===== src/rtl/khazad_seq_watchdog.sv =====
// Cycle watchdog for the sequencer WAIT state; expire rises on the
// TIMEOUT-th consecutive enabled cycle and stays until clear.
module khazad_seq_watchdog #(
  parameter int unsigned TIMEOUT = 64
) (
  input  logic clk,
  input  logic rst_n,
  input  logic en,
  input  logic clr,
  output logic expire
);

  logic [31:0] cnt_q;
  logic [31:0] cnt_d;

  assign expire = en && !clr && (cnt_q >= TIMEOUT - 32'd1);

  always_comb begin
    cnt_d = cnt_q;
    if (clr) begin
      cnt_d = '0;
    end else if (en && !expire) begin
      cnt_d = cnt_q + 32'd1;
    end
  end

  always_ff @(posedge clk or negedge rst_n) begin
    if (!rst_n) begin
      cnt_q <= '0;
    end else begin
      cnt_q <= cnt_d;
    end
  end

endmodule


===== config.mk =====
export PLATFORM = sky130hd
export DESIGN_NAME = khazad_seq_watchdog
export DESIGN_NICKNAME = d
export VERILOG_FILES = /design/src/rtl/khazad_seq_watchdog.sv
export SDC_FILE = /design/constraint.sdc
export NUM_CORES = 1
export LEC_CHECK = 0
export BUFFER_PORTS_ARGS = -buffer_cell sky130_fd_sc_hd__buf_2
export CAP_MARGIN = 0
export CORE_ASPECT_RATIO = 0.8
export CORE_MARGIN = 4
export CORE_UTILIZATION = 52
export CTS_CLUSTER_DIAMETER = 150
export CTS_CLUSTER_SIZE = 24
export DETAILED_ROUTE_END_ITERATION = 7
export PLACE_DENSITY = 0.72
export SKIP_LAST_GASP = 1
export SLEW_MARGIN = 10
export SYNTH_ARGS = -nofsm -noshare
export SYNTH_HDL_FRONTEND = slang
export SYNTH_SLANG_ARGS = --single-unit

===== constraint.sdc =====
create_clock -name clk -period 2 [get_ports clk]
set_clock_uncertainty 0.05 [all_clocks]
set_input_delay 0.1 -clock clk [delete_from_list [all_inputs] [get_ports clk]]
set_output_delay 0.1 -clock clk [all_outputs]
set_load 0.1 [all_outputs]

After elaboration in Yosys (flattened, before gate mapping)
Index checks and enable logic that the tools add are counted.

storage, ports and cells
  bits in registers = 32
  bits of input ports = 4
  output and inout port bits = 1

operators by class
  add/subtract/negate cells = 1
  magnitude comparators = 1
  muxes and demuxes = 2
  reductions and logical operators = 6

operators by type and width
  cell                                                                    number
  32-bit 2-to-1 mux                                                       2
  32-bit by 1-bit adder with 32-bit output, second input constant         1
  32-bit by 6-bit >= comparator with 1-bit output, second input constant  1
  1-bit logical AND                                                       3
  1-bit logical NOT                                                       2
  2-bit nonzero test                                                      1

Longest topological paths before layout
  depth after elaboration = 7
  depth in mapped cells = 6

Worst setup path after synthesis
OpenSTA, ideal clock, no wires.

  kind = reg2out
  start point = register cnt_q[0]
  end point = output expire
  arrival = 3.082 ns
  required time = 1.850 ns
  setup slack = -1.232 ns
  stages on the path, launching flop included = 5
  path buffers = 0
  path through = dfrtp_1 > ha_1 > and3_1 > nand3_1 > a211oi_1

on the way
  word-level cells in the longest chain between the ends = 2

ends and longest elaborated chain
  element                                          line  RTL
  start: declaration                               13    logic [31:0] cnt_q;
  start signal: assignment                         31    cnt_q <= cnt_d;
  32-bit by 6-bit >= comparator with 1-bit output  16    assign expire = en && !clr && (cnt_q >= TIMEOUT - 32'd1);
  1-bit logical AND                                16
  end: declaration                                 10    output logic expire

No other way between the ends.

Worst setup path after layout
  start point = register cnt_q[20]
  end point = register cnt_q[5]

on the way
  word-level cells in the longest chain between the ends = 5

ends and longest elaborated chain
  element                                          line  RTL
  32-bit by 6-bit >= comparator with 1-bit output  16
  1-bit logical AND                                16
  1-bit logical NOT                                22    end else if (en && !expire) begin
  1-bit logical AND                                22
  2-bit nonzero test (no source line)              n/a

No other way between the ends.
A chain may end at the register's enable or synchronous reset.

==> implementation parameters <==
Parameter                              Value

Final layout
  Fraction of layout instances using a drive strength above 1    0.313
  Number of inserted diodes    0
  Layout net count    119
  Growth of design area from synthesis to finish    22.5%
  Most common library cell in the layout ignoring fill and taps    dfrtp_1
  Largest registers ranked by flip-flop count    cnt_q: 32 flops
  Fill cell instance count of the final layout    166
  Top register by number of flip-flops    cnt_q
  Total non-filler cell area in the finished layout    0.00150 mm²
  Highest-count cells in the layout ignoring fill and taps    dfrtp_1, nor2b_1, buf_4, nor4_2, clkbuf_4
  Number of flip-flops in the largest register    32

Synth
  Post-Synthesis Net Count    103
  Synth top area cells    dfrtp_1, nor2b_1, nor4_2
  Number of distinct library cells after synthesis    23
  Post-synthesis cell count    98
  Synth warn    0
  Per-instance average area after synthesis    ~12 µm²
  Register bit count reported by yosys    32
  Sequential share of the synthesized area    0.654
  Post-synthesis instance area    0.00122 mm²
  Area fraction of the dominant cell type after synthesis    0.654
  Most area-hungry cell type in the Yosys netlist    dfrtp_1

Setup path
  Crit Reg-Reg Startpoint    cnt_q[20]$_DFFE_PN0P_
  Setup crit start kind    register
  Endpoint type of the worst setup path    register
  WP data required    2.20 ns
  Maximum fanout count along the critical path    6
  Worst setup path start    cnt_q[20]$_DFFE_PN0P_
  Category of the critical setup timing path    register to register
  Data arrival time of the critical path    2.26 ns

Floorplanning
  Die outline area    0.00320 mm²
  Core Area    0.00220 mm²
  Starting Density    0.558
  Num rows    15
  Vert. Die Dim    between 50 and 60 µm
  Boundary pin count    5
  Width of the chip    around 62 µm

Min path
  Worst hold start    en
  HP Class    primary input to register

STA
  Final setup fails    3
  Pin slew with the least headroom to its limit    roughly 0.65 ns
  Summed negative setup slack over all endpoints    -0.120 ns
  Fmax    486 MHz
  Max-slew violations    0
  Relative max-transition margin    0.565
  Minimum period implied by the final worst setup slack    ~2 ns
  Share of the cycle needed by the critical path after routing    1.03
  Setup repair after global routing missed its margin    true
  Setup ws final    -0.0595 ns
  Hold Vio Cnt, Final    0

Clock network
  CTS H-tree lvls    2
  Number of clock sinks    32
  Root buf cell    clkbuf_4
  CTS tree    built
  Total CTS buffers    5
  Clock latency at the later pin of the worst-skew pair    0.32 ns
  Buffers from clock root to sink, at most    2
  Clock slew at reported path FFs    0.11 ns

Global route
  Maximum number of pins on one net before global-route repair    34
  Grt ovf    0
  Initial antenna violation count    0
  Number of global-route vias before repair    about 800
  Total Routing Usage GR    0.147
  First-pass GRT wire length    3540 µm

Power and ir drop
  Leak    between 0.7 and 0.8 nW
  Worst IR drop on VDD    0.697 mV
  Power density relative to cell area    just under 800 mW/mm²
  Overall Power    1.19 mW

Route
  DRC violations left    0
  Iteration-0 DRC Markers    71
  Wire length per cell after detailed routing    15.8 µm
  Via density per instance    5.42
  Initial DRT Pass Iterations    4
  Aggregate routed wire length    2210 µm
  Remaining antenna violation count    0
  Via count    between 700 and 800

Placement
  Placer Congestion    0.786
  Post-Place Cell Area    0.00134 mm²
  IO buf count    4

Outcome
  Failing checks    negative setup slack
  Status    finished with violations

Run
  MaxCap Viol Count    0
-- layer usage --
layer / wire length [µm] / share of wire / GRT usage
met1: 1050 / 0.47 / 0.192
met2: 1050 / 0.47 / 0.217
met3: 79 / 0.036 / 0.0549
met4: 40 / 0.018 / 0.0671
met5: 0 / 0 / 0
-- power by group --
part / leakage, nW / switching (mW) / total [mW] / internal [mW]
Clock: 0.0412 / 0.225 / 0.485 / 0.261
Sequential: 0.446 / 0.00275 / 0.653 / 0.651
Combinational: 0.223 / 0.0344 / 0.0538 / 0.0194
Total: 0.710 / 0.262 / 1.19 / 0.931
-- kinds of logic after synthesis --
logic type,Yosys count,share of synthesized area
simple gates,49,0.264
flops,32,0.654
compound gates,9,0.0419
buf+inv,5,0.0153
xor+xnor,1,0.00715
mux,1,0.00817
fa+ha+maj,1,0.0102
-- critical path, cell delays in order (launching register included) --
cell,delay (ns)
dfrtp_1,0.40
nor4_2,0.29
nand3_1,0.18
or4b_4,0.59
or3_4,0.35
a21oi_2,0.13
-- worst paths after layout --
| path | cells past startpoint | slack [ns] | endpoint |
|---|---|---|---|
| min reg2reg | 1 | 0.47 | cnt_q[24]$_DFFE_PN0P_ |
| max in group asynchronous | 2 | 1.20 | cnt_q[6]$_DFFE_PN0P_ |
| min | 3 | 0.08 | cnt_q[4]$_DFFE_PN0P_ |
| max | 5 | -0.06 | cnt_q[5]$_DFFE_PN0P_ |
| min in group asynchronous | 2 | 0.28 | cnt_q[10]$_DFFE_PN0P_ |
| max reg2reg | 5 | -0.06 | cnt_q[5]$_DFFE_PN0P_ |
-- area by class of cell --
class / instances / area (µm²) / share of cell area
clock inverters: 3 / 42.5 / 0.0284
flip-flops and latches: 32 / 801 / 0.534
inverters: 2 / 7.51 / 0.00500
multi-input cells: 61 / 483 / 0.322
well taps: 25 / 31.3 / 0.0209
clock buffers: 5 / 37.5 / 0.0250
repair buffers: 12 / 97.6 / 0.0651
-- stage by stage --
stage / cells / hold slack [ns] / worst slack (ns) / utilization
2_1_floorplan: 98 / -0.246 / 0.0245 / -
3_3_place_gp: 130 / 0.113 / 0.0376 / 0.609
3_5_place_dp: 130 / 0.116 / 0.00631 / 0.609
4_1_cts: 139 / 0.0471 / 0.00587 / 0.656
5_1_grt: 140 / 0.0654 / -0.140 / 0.683
6_report: 140 / 0.0764 / -0.0595 / 0.683
-- synthesized netlist by cell type --
master and instances:
dfrtp_1 32, nor2b_1 26, nor2_1 4, a21oi_1 3, clkbuf_1 3, nand3_1 3, nor4_1 3, nor4_2 3
o21ai_0 3, or3_1 3, a211oi_1 2, inv_1 2, a31oi_1 1, and3_1 1, and4b_1 1, ha_1 1
mux2i_1 1, nand2_1 1, nand4_1 1, nor4b_1 1, or2_2 1, or4b_4 1, xnor2_1 1
-- repair_timing --
action                                 4_1_cts  5_1_grt
pin swaps                                    2        7
endpoints found under the hold margin       32        0
resized for setup                            3       10
setup buffers                                0        1
setup endpoints to repair                    4        5
hold buffers                                 1        0
(Power assumes the default switching activity.)
